==> src/rtl/atetris_input_cond_pkg.sv <==
// Shared constants for the Atari Tetris input conditioner: PS/2 scan codes,
// INP bus bit positions, joystick bit layout and key-state register indices.
package atetris_inp_pkg;

  // Arrow keys are matched on the 8-bit code only; the extended flag is ignored
  localparam logic [7:0] SC_UP    = 8'h75;
  localparam logic [7:0] SC_DOWN  = 8'h72;
  localparam logic [7:0] SC_LEFT  = 8'h6B;
  localparam logic [7:0] SC_RIGHT = 8'h74;

  // Remaining keys are matched on {extended, code}
  localparam logic [8:0] SC_P1_ROT       = 9'h029;
  localparam logic [8:0] SC_P1_START     = 9'h016;
  localparam logic [8:0] SC_P1_START_ALT = 9'h005;
  localparam logic [8:0] SC_COIN1        = 9'h02E;
  localparam logic [8:0] SC_COIN2        = 9'h006;
  localparam logic [8:0] SC_COIN2_ALT    = 9'h036;
  localparam logic [8:0] SC_P2_UP        = 9'h02D;
  localparam logic [8:0] SC_P2_DOWN      = 9'h02B;
  localparam logic [8:0] SC_P2_LEFT      = 9'h023;
  localparam logic [8:0] SC_P2_RIGHT     = 9'h034;
  localparam logic [8:0] SC_P2_ROT       = 9'h01C;

  localparam int INP_P1RO = 0;
  localparam int INP_P1D  = 1;
  localparam int INP_P1R  = 2;
  localparam int INP_P1L  = 3;
  localparam int INP_P2RO = 4;
  localparam int INP_P2D  = 5;
  localparam int INP_P2R  = 6;
  localparam int INP_P2L  = 7;
  localparam int INP_C1   = 8;
  localparam int INP_C2   = 9;
  localparam int INP_TEST = 10;

  typedef enum logic [3:0] {
    JOY_R    = 4'd0,
    JOY_L    = 4'd1,
    JOY_D    = 4'd2,
    JOY_U    = 4'd3,
    JOY_ROT  = 4'd4,
    JOY_COIN = 4'd5
  } joy_bit_e;

  // Direction vectors share the joystick order {U,D,L,R}
  localparam int DIR_R = 0;
  localparam int DIR_L = 1;
  localparam int DIR_D = 2;
  localparam int DIR_U = 3;

  localparam int KEY_P1_U         = 0;
  localparam int KEY_P1_D         = 1;
  localparam int KEY_P1_L         = 2;
  localparam int KEY_P1_R         = 3;
  localparam int KEY_P1_ROT       = 4;
  localparam int KEY_P1_START     = 5;
  localparam int KEY_P1_START_ALT = 6;
  localparam int KEY_COIN1        = 7;
  localparam int KEY_COIN2        = 8;
  localparam int KEY_COIN2_ALT    = 9;
  localparam int KEY_P2_U         = 10;
  localparam int KEY_P2_D         = 11;
  localparam int KEY_P2_L         = 12;
  localparam int KEY_P2_R         = 13;
  localparam int KEY_P2_ROT       = 14;
  localparam int N_KEYS           = 15;

  // One-hot of the highest-priority newly pressed direction, U > D > L > R
  function automatic logic [3:0] newest_dir(input logic [3:0] fresh);
    logic [3:0] oh;
    oh = 4'b0000;
    if (fresh[DIR_U])      oh[DIR_U] = 1'b1;
    else if (fresh[DIR_D]) oh[DIR_D] = 1'b1;
    else if (fresh[DIR_L]) oh[DIR_L] = 1'b1;
    else if (fresh[DIR_R]) oh[DIR_R] = 1'b1;
    return oh;
  endfunction

endpackage

==> src/rtl/atetris_input_cond_arb.sv <==
// Last-pressed-wins arbitration over one player's {U,D,L,R}: only the most
// recently pressed direction is passed, and only while it stays held.
module one_dir_arb
  import atetris_inp_pkg::*;
(
  input  logic       clk_sys,
  input  logic       RESET,
  input  logic [3:0] dir_in,
  output logic [3:0] dir_out
);

  logic [3:0] dir_q;
  logic [3:0] prev_q;
  logic [3:0] mask_q;
  logic [3:0] fresh;
  logic [3:0] mask_eff;

  // The mask is applied in the same cycle the new press is seen, keeping
  // the joystick-to-INP path at two registers.
  always_comb begin
    fresh    = dir_q & ~prev_q;
    mask_eff = (fresh != 4'b0000) ? newest_dir(fresh) : mask_q;
  end

  assign dir_out = dir_q & mask_eff;

  always_ff @(posedge clk_sys) begin
    if (RESET) begin
      dir_q  <= 4'b0000;
      prev_q <= 4'b0000;
      mask_q <= 4'b0000;
    end else begin
      dir_q  <= dir_in;
      prev_q <= dir_q;
      mask_q <= mask_eff;
    end
  end

endmodule

==> src/rtl/atetris_input_cond.sv <==
// Merges PS/2 keyboard and joystick inputs into the game core's active-low
// INP bus, with per-player direction arbitration and coin pulse stretching.
module atetris_input_cond
  import atetris_inp_pkg::*;
#(
  parameter int COIN_PULSE = 1_000_000,
  parameter int CNT_W      = 20
) (
  input  logic        clk_sys,
  input  logic        RESET,
  input  logic [10:0] ps2_key,
  input  logic [15:0] joystk1,
  input  logic [15:0] joystk2,
  input  logic        self_test,
  output logic [10:0] INP
);

  logic              tog_q;
  logic [N_KEYS-1:0] key_q;
  logic [N_KEYS-1:0] key_d;
  logic [3:0]        p1_dir_m;
  logic [3:0]        p2_dir_m;
  logic [3:0]        p1_dir;
  logic [3:0]        p2_dir;
  logic              p1_rot_m;
  logic              p2_rot_m;
  logic              coin1_m;
  logic              coin2_m;
  logic              p1_rot_q;
  logic              p2_rot_q;
  logic              test_q;
  logic              coin1_q;
  logic              coin1_p;
  logic              coin2_q;
  logic              coin2_p;
  logic [CNT_W-1:0]  cnt1_q;
  logic [CNT_W-1:0]  cnt2_q;
  logic [10:0]       inp_d;
  logic              unused_joy;

  assign unused_joy = ^{joystk1[15:6], joystk2[15:6]};

  always_comb begin
    key_d = key_q;
    if (ps2_key[10] != tog_q) begin
      case (ps2_key[7:0])
        SC_UP:    key_d[KEY_P1_U] = ps2_key[9];
        SC_DOWN:  key_d[KEY_P1_D] = ps2_key[9];
        SC_LEFT:  key_d[KEY_P1_L] = ps2_key[9];
        SC_RIGHT: key_d[KEY_P1_R] = ps2_key[9];
        default: begin
          case (ps2_key[8:0])
            SC_P1_ROT:       key_d[KEY_P1_ROT]       = ps2_key[9];
            SC_P1_START:     key_d[KEY_P1_START]     = ps2_key[9];
            SC_P1_START_ALT: key_d[KEY_P1_START_ALT] = ps2_key[9];
            SC_COIN1:        key_d[KEY_COIN1]        = ps2_key[9];
            SC_COIN2:        key_d[KEY_COIN2]        = ps2_key[9];
            SC_COIN2_ALT:    key_d[KEY_COIN2_ALT]    = ps2_key[9];
            SC_P2_UP:        key_d[KEY_P2_U]         = ps2_key[9];
            SC_P2_DOWN:      key_d[KEY_P2_D]         = ps2_key[9];
            SC_P2_LEFT:      key_d[KEY_P2_L]         = ps2_key[9];
            SC_P2_RIGHT:     key_d[KEY_P2_R]         = ps2_key[9];
            SC_P2_ROT:       key_d[KEY_P2_ROT]       = ps2_key[9];
            default: ;
          endcase
        end
      endcase
    end
  end

  always_comb begin
    p1_dir_m = {joystk1[JOY_U], joystk1[JOY_D], joystk1[JOY_L], joystk1[JOY_R]} |
               {key_q[KEY_P1_U], key_q[KEY_P1_D], key_q[KEY_P1_L], key_q[KEY_P1_R]};
    p2_dir_m = {joystk2[JOY_U], joystk2[JOY_D], joystk2[JOY_L], joystk2[JOY_R]} |
               {key_q[KEY_P2_U], key_q[KEY_P2_D], key_q[KEY_P2_L], key_q[KEY_P2_R]};
    p1_rot_m = joystk1[JOY_ROT] | key_q[KEY_P1_ROT];
    p2_rot_m = joystk2[JOY_ROT] | key_q[KEY_P2_ROT];
    coin1_m  = joystk1[JOY_COIN] | key_q[KEY_P1_START] | key_q[KEY_P1_START_ALT] |
               key_q[KEY_COIN1];
    coin2_m  = joystk2[JOY_COIN] | key_q[KEY_COIN2] | key_q[KEY_COIN2_ALT];
  end

  one_dir_arb u_arb_p1 (
    .clk_sys (clk_sys),
    .RESET   (RESET),
    .dir_in  (p1_dir_m),
    .dir_out (p1_dir)
  );

  one_dir_arb u_arb_p2 (
    .clk_sys (clk_sys),
    .RESET   (RESET),
    .dir_in  (p2_dir_m),
    .dir_out (p2_dir)
  );

  always_ff @(posedge clk_sys) begin
    if (RESET) begin
      tog_q    <= ps2_key[10];
      key_q    <= '0;
      p1_rot_q <= 1'b0;
      p2_rot_q <= 1'b0;
      test_q   <= 1'b0;
      coin1_q  <= 1'b0;
      coin1_p  <= 1'b0;
      coin2_q  <= 1'b0;
      coin2_p  <= 1'b0;
      cnt1_q   <= '0;
      cnt2_q   <= '0;
    end else begin
      tog_q    <= ps2_key[10];
      key_q    <= key_d;
      p1_rot_q <= p1_rot_m;
      p2_rot_q <= p2_rot_m;
      test_q   <= self_test;
      coin1_q  <= coin1_m;
      coin1_p  <= coin1_q;
      coin2_q  <= coin2_m;
      coin2_p  <= coin2_q;
      // A pulse only starts from idle, so holding or re-tapping never stretches it
      if (coin1_q && !coin1_p && cnt1_q == '0) cnt1_q <= CNT_W'(COIN_PULSE);
      else if (cnt1_q != '0)                   cnt1_q <= cnt1_q - CNT_W'(1);
      if (coin2_q && !coin2_p && cnt2_q == '0) cnt2_q <= CNT_W'(COIN_PULSE);
      else if (cnt2_q != '0)                   cnt2_q <= cnt2_q - CNT_W'(1);
    end
  end

  always_comb begin
    inp_d           = '0;
    inp_d[INP_TEST] = test_q;
    inp_d[INP_C2]   = (cnt2_q != '0);
    inp_d[INP_C1]   = (cnt1_q != '0);
    inp_d[INP_P2L]  = p2_dir[DIR_L];
    inp_d[INP_P2R]  = p2_dir[DIR_R];
    inp_d[INP_P2D]  = p2_dir[DIR_D];
    inp_d[INP_P2RO] = p2_rot_q;
    inp_d[INP_P1L]  = p1_dir[DIR_L];
    inp_d[INP_P1R]  = p1_dir[DIR_R];
    inp_d[INP_P1D]  = p1_dir[DIR_D];
    inp_d[INP_P1RO] = p1_rot_q;
  end

  always_ff @(posedge clk_sys) begin
    if (RESET) INP <= 11'h7FF;
    else       INP <= ~inp_d;
  end

endmodule

==> config.mk <==
export PLATFORM = sky130hd
export DESIGN_NAME = atetris_input_cond
export DESIGN_NICKNAME = d
export VERILOG_FILES = /design/src/rtl/atetris_input_cond_pkg.sv /design/src/rtl/atetris_input_cond_arb.sv /design/src/rtl/atetris_input_cond.sv
export SDC_FILE = /design/constraint.sdc
export NUM_CORES = 1
export LEC_CHECK = 0
export ABC_CLOCK_PERIOD_IN_PS = 4350
export BUFFER_PORTS_ARGS = -buffer_cell sky130_fd_sc_hd__buf_2
export CORE_ASPECT_RATIO = 1.75
export CORE_MARGIN = 5
export CORE_UTILIZATION = 55
export CTS_CLUSTER_DIAMETER = 150
export DETAILED_ROUTE_END_ITERATION = 6
export PLACE_DENSITY = 0.77
export SETUP_SLACK_MARGIN = 0.3
export SLEW_MARGIN = 10
export SYNTH_ARGS = -nofsm -noshare
export SYNTH_HDL_FRONTEND = slang
export SYNTH_SLANG_ARGS = --single-unit
export TNS_END_PERCENT = 20
==> constraint.sdc <==
create_clock -name clk_sys -period 4.35 [get_ports clk_sys]
set_input_delay 0.6525 -clock clk_sys [delete_from_list [all_inputs] [get_ports clk_sys]]
set_output_delay 0.6525 -clock clk_sys [all_outputs]
set_load 0.005 [all_outputs]
=== Word level (Yosys, flattened, before mapping) ===
Index checks and enable logic that the tools add are counted.

* Word-level logic and storage cells: 121
* Output and inout bits: 11
* Flip-flop bits (word level): 98
* Input port bits: 46

* Mux-type cells: 20
* Equality and inequality tests: 16
* Bitwise gates (word level): 17
* Reductions and logical operators: 32
* Add/sub/neg operators: 2

{| class="wikitable"
|+ Operators by type and width
! cell !! count
|-
| two-way mux 20 bit || 4
|-
| == test 9 x 6 -> 1 bit, second input constant || 7
|-
| zero test 20 bit || 2
|-
| nonzero test 20 bit || 2
|-
| subtractor 20 x 1 -> 20 bit, second input constant || 2
|-
| AND reduction 3 bit || 11
|-
| == test 8 x 7 -> 1 bit, second input constant || 4
|-
| == test 9 x 3 -> 1 bit, second input constant || 2
|-
| == test 9 x 5 -> 1 bit, second input constant || 2
|-
| NOT 11 bit || 1
|-
| two-way mux 1 bit || 10
|-
| AND 4 bit || 2
|-
| two-way mux 4 bit || 2
|-
| NOT 4 bit || 2
|-
| OR 4 bit || 2
|-
| AND reduction 2 bit || 4
|-
| nonzero test 4 bit || 2
|-
| OR 1 bit || 7
|-
| AND 3 bit || 2
|-
| two-way mux 3 bit || 2
|-
| logical AND 1 bit || 4
|-
| two-way mux 2 bit || 2
|-
| nonzero test 2 bit || 2
|-
| OR reduction 2 bit || 2
|-
| 4 further kinds || 5
|}

=== Depth between registers and ports, before layout ===
* Depth in word-level cells: 9
* Mapped depth: 7
* Depth with buffers taken out: 6

=== Hierarchy ===
Synthesis repeated with hierarchy kept, for this count alone.

* Cells, all modules: 515
* Area, all modules: 4,626.9 µm²

{| class="wikitable"
|+ Modules (own cells, without submodules)
! module !! cells each !! instances !! seq. area each (µm²) !! area an instance (µm²)
|-
| atetris_input_cond || 423 || 1 || 1,481.4 || 3,623.5
|-
| one_dir_arb || 46 || 2 || 240.2 || 501.7
|}

=== Worst setup path before layout ===
Ideal clock, no wire load.

* Kind: register to register
* Start: register cnt2_q[3]
* End: register cnt2_q[16]
* Buffers on the path: 2
* Cell stages (with the launch flop): 7
* Period minus slack after synthesis: 2,079 ps
* Data required time: 4,218 ps
* Arrival: 1,946 ps
* Setup time: 132 ps
* Path slack: 2,271 ps
* Cells stage by stage: dfxtp_1 or4_1 buf_2 or4_1 clkbuf_1 o41ai_1 a21oi_1

* Word-level cells in the longest chain between the ends: 3
* Elaborated cells between the ends (all ways): 7
* Those cells by class: 1 x add/sub; 2 x mux; 4 x reduce/logical

{| class="wikitable"
|+ RTL lines
! what !! RTL line !! source
|-
| from (decl) || atetris_input_cond.sv:37 || <nowiki>logic [CNT_W-1:0] cnt2_q;</nowiki>
|-
| from (signal assigned) || atetris_input_cond.sv:123 || <nowiki>if (coin2_q && !coin2_p && cnt2_q == '0) cnt2_q <= CNT_W'(COIN_PULSE);</nowiki>
|-
| from (signal assigned) || atetris_input_cond.sv:124 || <nowiki>else if (cnt2_q != '0) cnt2_q <= cnt2_q - CNT_W'(1);</nowiki>
|-
| subtractor 20 x 1 -> 20 bit / zero test 20 bit (equally long branches) || atetris_input_cond.sv:124, atetris_input_cond.sv:123 ||
|-
| two-way mux 20 bit / logical AND 1 bit (equally long branches) || atetris_input_cond.sv:124, atetris_input_cond.sv:123 ||
|-
| two-way mux 20 bit / nonzero test 2 bit (equally long branches) || -- ||
|}

Parallel ways exist; a longest one is shown, timed or not. The select of a mux whose other input is x is not followed.
A chain may end at the register's enable or synchronous reset.

=== Worst setup path after layout ===
* Start: register cnt2_q[3]
* End: register cnt2_q[2]

* Word-level cells in the longest chain between the ends: 3
* Elaborated cells between the ends (all ways): 4
* Those cells by class: 4 x reduce/logical

{| class="wikitable"
|+ RTL lines
! what !! RTL line
|-
| zero test 20 bit || atetris_input_cond.sv:123
|-
| logical AND 1 bit || atetris_input_cond.sv:123
|-
| OR reduction 2 bit (no source line) || --
|}

Parallel ways exist; a longest one is shown, timed or not.

==> flow_metrics.env <==
export IMPL_dr_first_iter_drc_count=304
export IMPL_cts_buffers_inserted=9
export IMPL_core_um2=7570
export IMPL_fin_crit_ns=2.54
export IMPL_die_y_um=126
export IMPL_power_internal_mw=2.18
export IMPL_cp_startpoint="cnt2_q[3]"
export IMPL_startpoint_type="flip-flop"
export IMPL_ys_seq_elements=96
export IMPL_row_count=42
export IMPL_clkLatencyLatePin_ns=0.34
export IMPL_synth_edf_count=0
export IMPL_fin_worst_skew_ns=0.00945
export IMPL_syn_nets=519
export IMPL_leakagePower_nw=1.86
export IMPL_rrSetupSlack_ns=1.81
export IMPL_drc=0
export IMPL_dp_slack_ns=1.86
export IMPL_drive_gt1_share_pct=15.9
export IMPL_dieArea_um2=9630
export IMPL_clk_pin_slew_ns=0.07
export IMPL_drt_antenna_violating_nets=0
export IMPL_grt_pass1_wl_um=15000
export IMPL_cp_endpoint="cnt2_q[2]"
export IMPL_die_w_um=76.4
export IMPL_r2r_cells=4
export IMPL_synth_warning_count=0
export IMPL_cp_arrival_ns=2.78
export IMPL_grt_setup_unrepaired="no"
export IMPL_overflow=0
export IMPL_hold_buffers=0
export IMPL_syn_inst=471
export IMPL_cts_htree_levels=3
export IMPL_via_per_inst=5.99
export IMPL_hold_class="reg2reg"
export IMPL_synth_commonest_cells="dfxtp_1, nand2b_1, nor2_1, a21oi_1, nand2_1"
export IMPL_cts_setup_buffers=0
export IMPL_report_final_setup_viol=0
export IMPL_cts_sinks=96
export IMPL_synth_top_area_share_pct=45.3
export IMPL_crit_path_end_kind="flip-flop"
export IMPL_worst_pin_slew_ns=0.873
export IMPL_grt_pass1_vias=3365
export IMPL_synth_async_sr_flop_share_pct=0
export IMPL_path_class="reg2reg"
export IMPL_ctsResizeCount=0
export IMPL_avgSynthCellArea_um2=9.00
export IMPL_yosys_most_used_dff="dfxtp_1"
export IMPL_area_growth_synth_to_final_pct=12.4
export IMPL_fin_nets=540
export IMPL_yosys_top_cells_area="dfxtp_1, nand2b_1, mux2i_1"
export IMPL_setup_slack_ns=1.81
export IMPL_track_usage_pct=18.6
export IMPL_io_pins=57
export IMPL_synth_seq_area_share_pct=45.3
export IMPL_vdd_ir_drop_max_uv=379
export IMPL_wirelength_um=8830
export IMPL_reg2reg_to="cnt2_q[2]"
export IMPL_dpl_cell_count=569
export IMPL_yosysUniqueCellTypes=59
export IMPL_p_switching_mw=1.52
export IMPL_port_buffers=36
export IMPL_vias=3502
export IMPL_wl_per_cell_um=15.1
export IMPL_clkPwrFrac_pct=23.7
export IMPL_tns_ns=0
export IMPL_finalHoldViolCount=0
export IMPL_grt_antenna_before_repair=0
export IMPL_cp_required_ns=4.59
export IMPL_final_cells=585
export IMPL_crit_path_max_fanout=17
export IMPL_start_util_pct=56.0
export IMPL_drt_pass1_iter_count=4
export IMPL_fin_crit_sh_pct=58.3
export IMPL_maxSlewViolCount=0
export IMPL_place_congestion=0.869
export IMPL_cts_root_buf="clkbuf_16"
export IMPL_cts_tree="done"
export IMPL_drv_cap=0
export IMPL_p_per_area_nw_per_um2=777
export IMPL_max_freq_ghz=0.394
export IMPL_clock_path_buffers=2
export IMPL_antennaDiodeCount=0
export IMPL_r2r_start="cnt2_q[3]"
export IMPL_hpwl_um=6220
export IMPL_maxSlewHeadroom_pct=41.3
export IMPL_yosys_cell_count_top_type="dfxtp_1"
export IMPL_grt_max_degree=32
export IMPL_status="finished clean"
export IMPL_post_synth_top_area_cell="dfxtp_1"
export IMPL_p_seq_share_pct=33.5
export IMPL_netlist_area_um2=4240
export IMPL_comb_power_share_pct=42.9
export IMPL_swShare_pct=41.1
## metrics by stage
stage	util [%]	area, um^2	hold WS, ns	total power, mW
2_1_floorplan	-	4240	0.356	2.53
3_3_place_gp	58.5	4430	0.358	2.76
3_5_place_dp	58.5	4430	0.379	2.81
4_1_cts	62.9	4760	0.394	3.70
5_1_grt	62.9	4760	0.410	3.97
6_report	62.9	4760	0.389	3.70
## sequential cells by signal (all words and copies together), names as in the netlist
name,count
test_q,1
coin1_p,1
coin2_p,1
tog_q,1
cnt1_q,20
u_arb_p2.dir_q,4
p1_rot_q,1
coin1_q,1
u_arb_p1.dir_q,4
key_q,15
INP,11
u_arb_p1.mask_q,3
u_arb_p2.prev_q,4
p2_rot_q,1
cnt2_q,20
u_arb_p2.mask_q,3
u_arb_p1.prev_q,4
coin2_q,1
## per-layer routing
layer	share of wire, %	track usage [%]	vias to the layer above
met5	0	0	-
met3	4.1	4.29	16
li1	-	-	1769
met4	2.3	8.96	0
met1	41	20.6	1640
met2	52	33.0	77
## layout by cell type (no fill, tap or decap), drive strengths merged, types with 6 or more instances in the layout
cell type / synthesis / routed
or3: 14 / 14
a31oi: 6 / 6
nor2b: 21 / 21
o31ai: 7 / 7
nand2: 24 / 24
a21oi: 32 / 32
dfxtp: 96 / 96
nor3: 16 / 16
or4: 17 / 17
o21ai: 21 / 21
or2: 7 / 7
buf: 8 / 38
nor2: 33 / 33
clkbuf: 20 / 10
nor4: 20 / 20
nand2b: 33 / 33
inv: 9 / 13
nand3: 11 / 11
mux2i: 17 / 17
## layout make-up
type                    instances  area (um^2)
clock buffers                  10          239
clock inverters                 6         95.1
fillers                       666         2800
flip-flops and latches         96         1920
well taps                      88          110
inverters                       9         33.8
multi-input cells             338         2170
repair buffers                 38          195
## critical path, cell delays in order (launching register included)
cell and delay [ns]:
dfxtp_1 0.37, or4_1 0.72, nor4_4 0.72, a21o_1 0.42
o21ba_2 0.21
## cells by family after synthesis
kind of cell	Yosys count	share of synthesized area (%)
buffers and inverters	37	3.48
multiplexers	17	4.02
AND/OR/NAND/NOR	217	30.3
AO/OA/AOI/OAI	100	15.8
flip-flops	96	45.3
XOR/XNOR	2	0.413
adder cells (fa/ha/maj)	2	0.590
## power groups by stage
stage,logic (mW),clock network (mW),registers [mW]
floorplan,1.34,0,1.19
global placement,1.52,0,1.24
detailed placement,1.56,0,1.25
CTS,1.58,0.888,1.23
global route,1.78,0.924,1.26
finish,1.59,0.875,1.24
## worst min-delay path by stage
| stage | startpoint | cells after the start | end |
|---|---|---|---|
| 3_3_place_gp | p2_rot_q | 1 | INP[4] |
| 3_5_place_dp | p2_rot_q | 1 | INP[4] |
| 2_1_floorplan | p1_rot_q | 1 | INP[0] |
| 5_1_grt | p1_rot_q | 1 | INP[0] |
| 6_report | p2_rot_q | 1 | INP[4] |
| 4_1_cts | p2_rot_q | 1 | INP[4] |
Power figures use the tool's default switching activity.
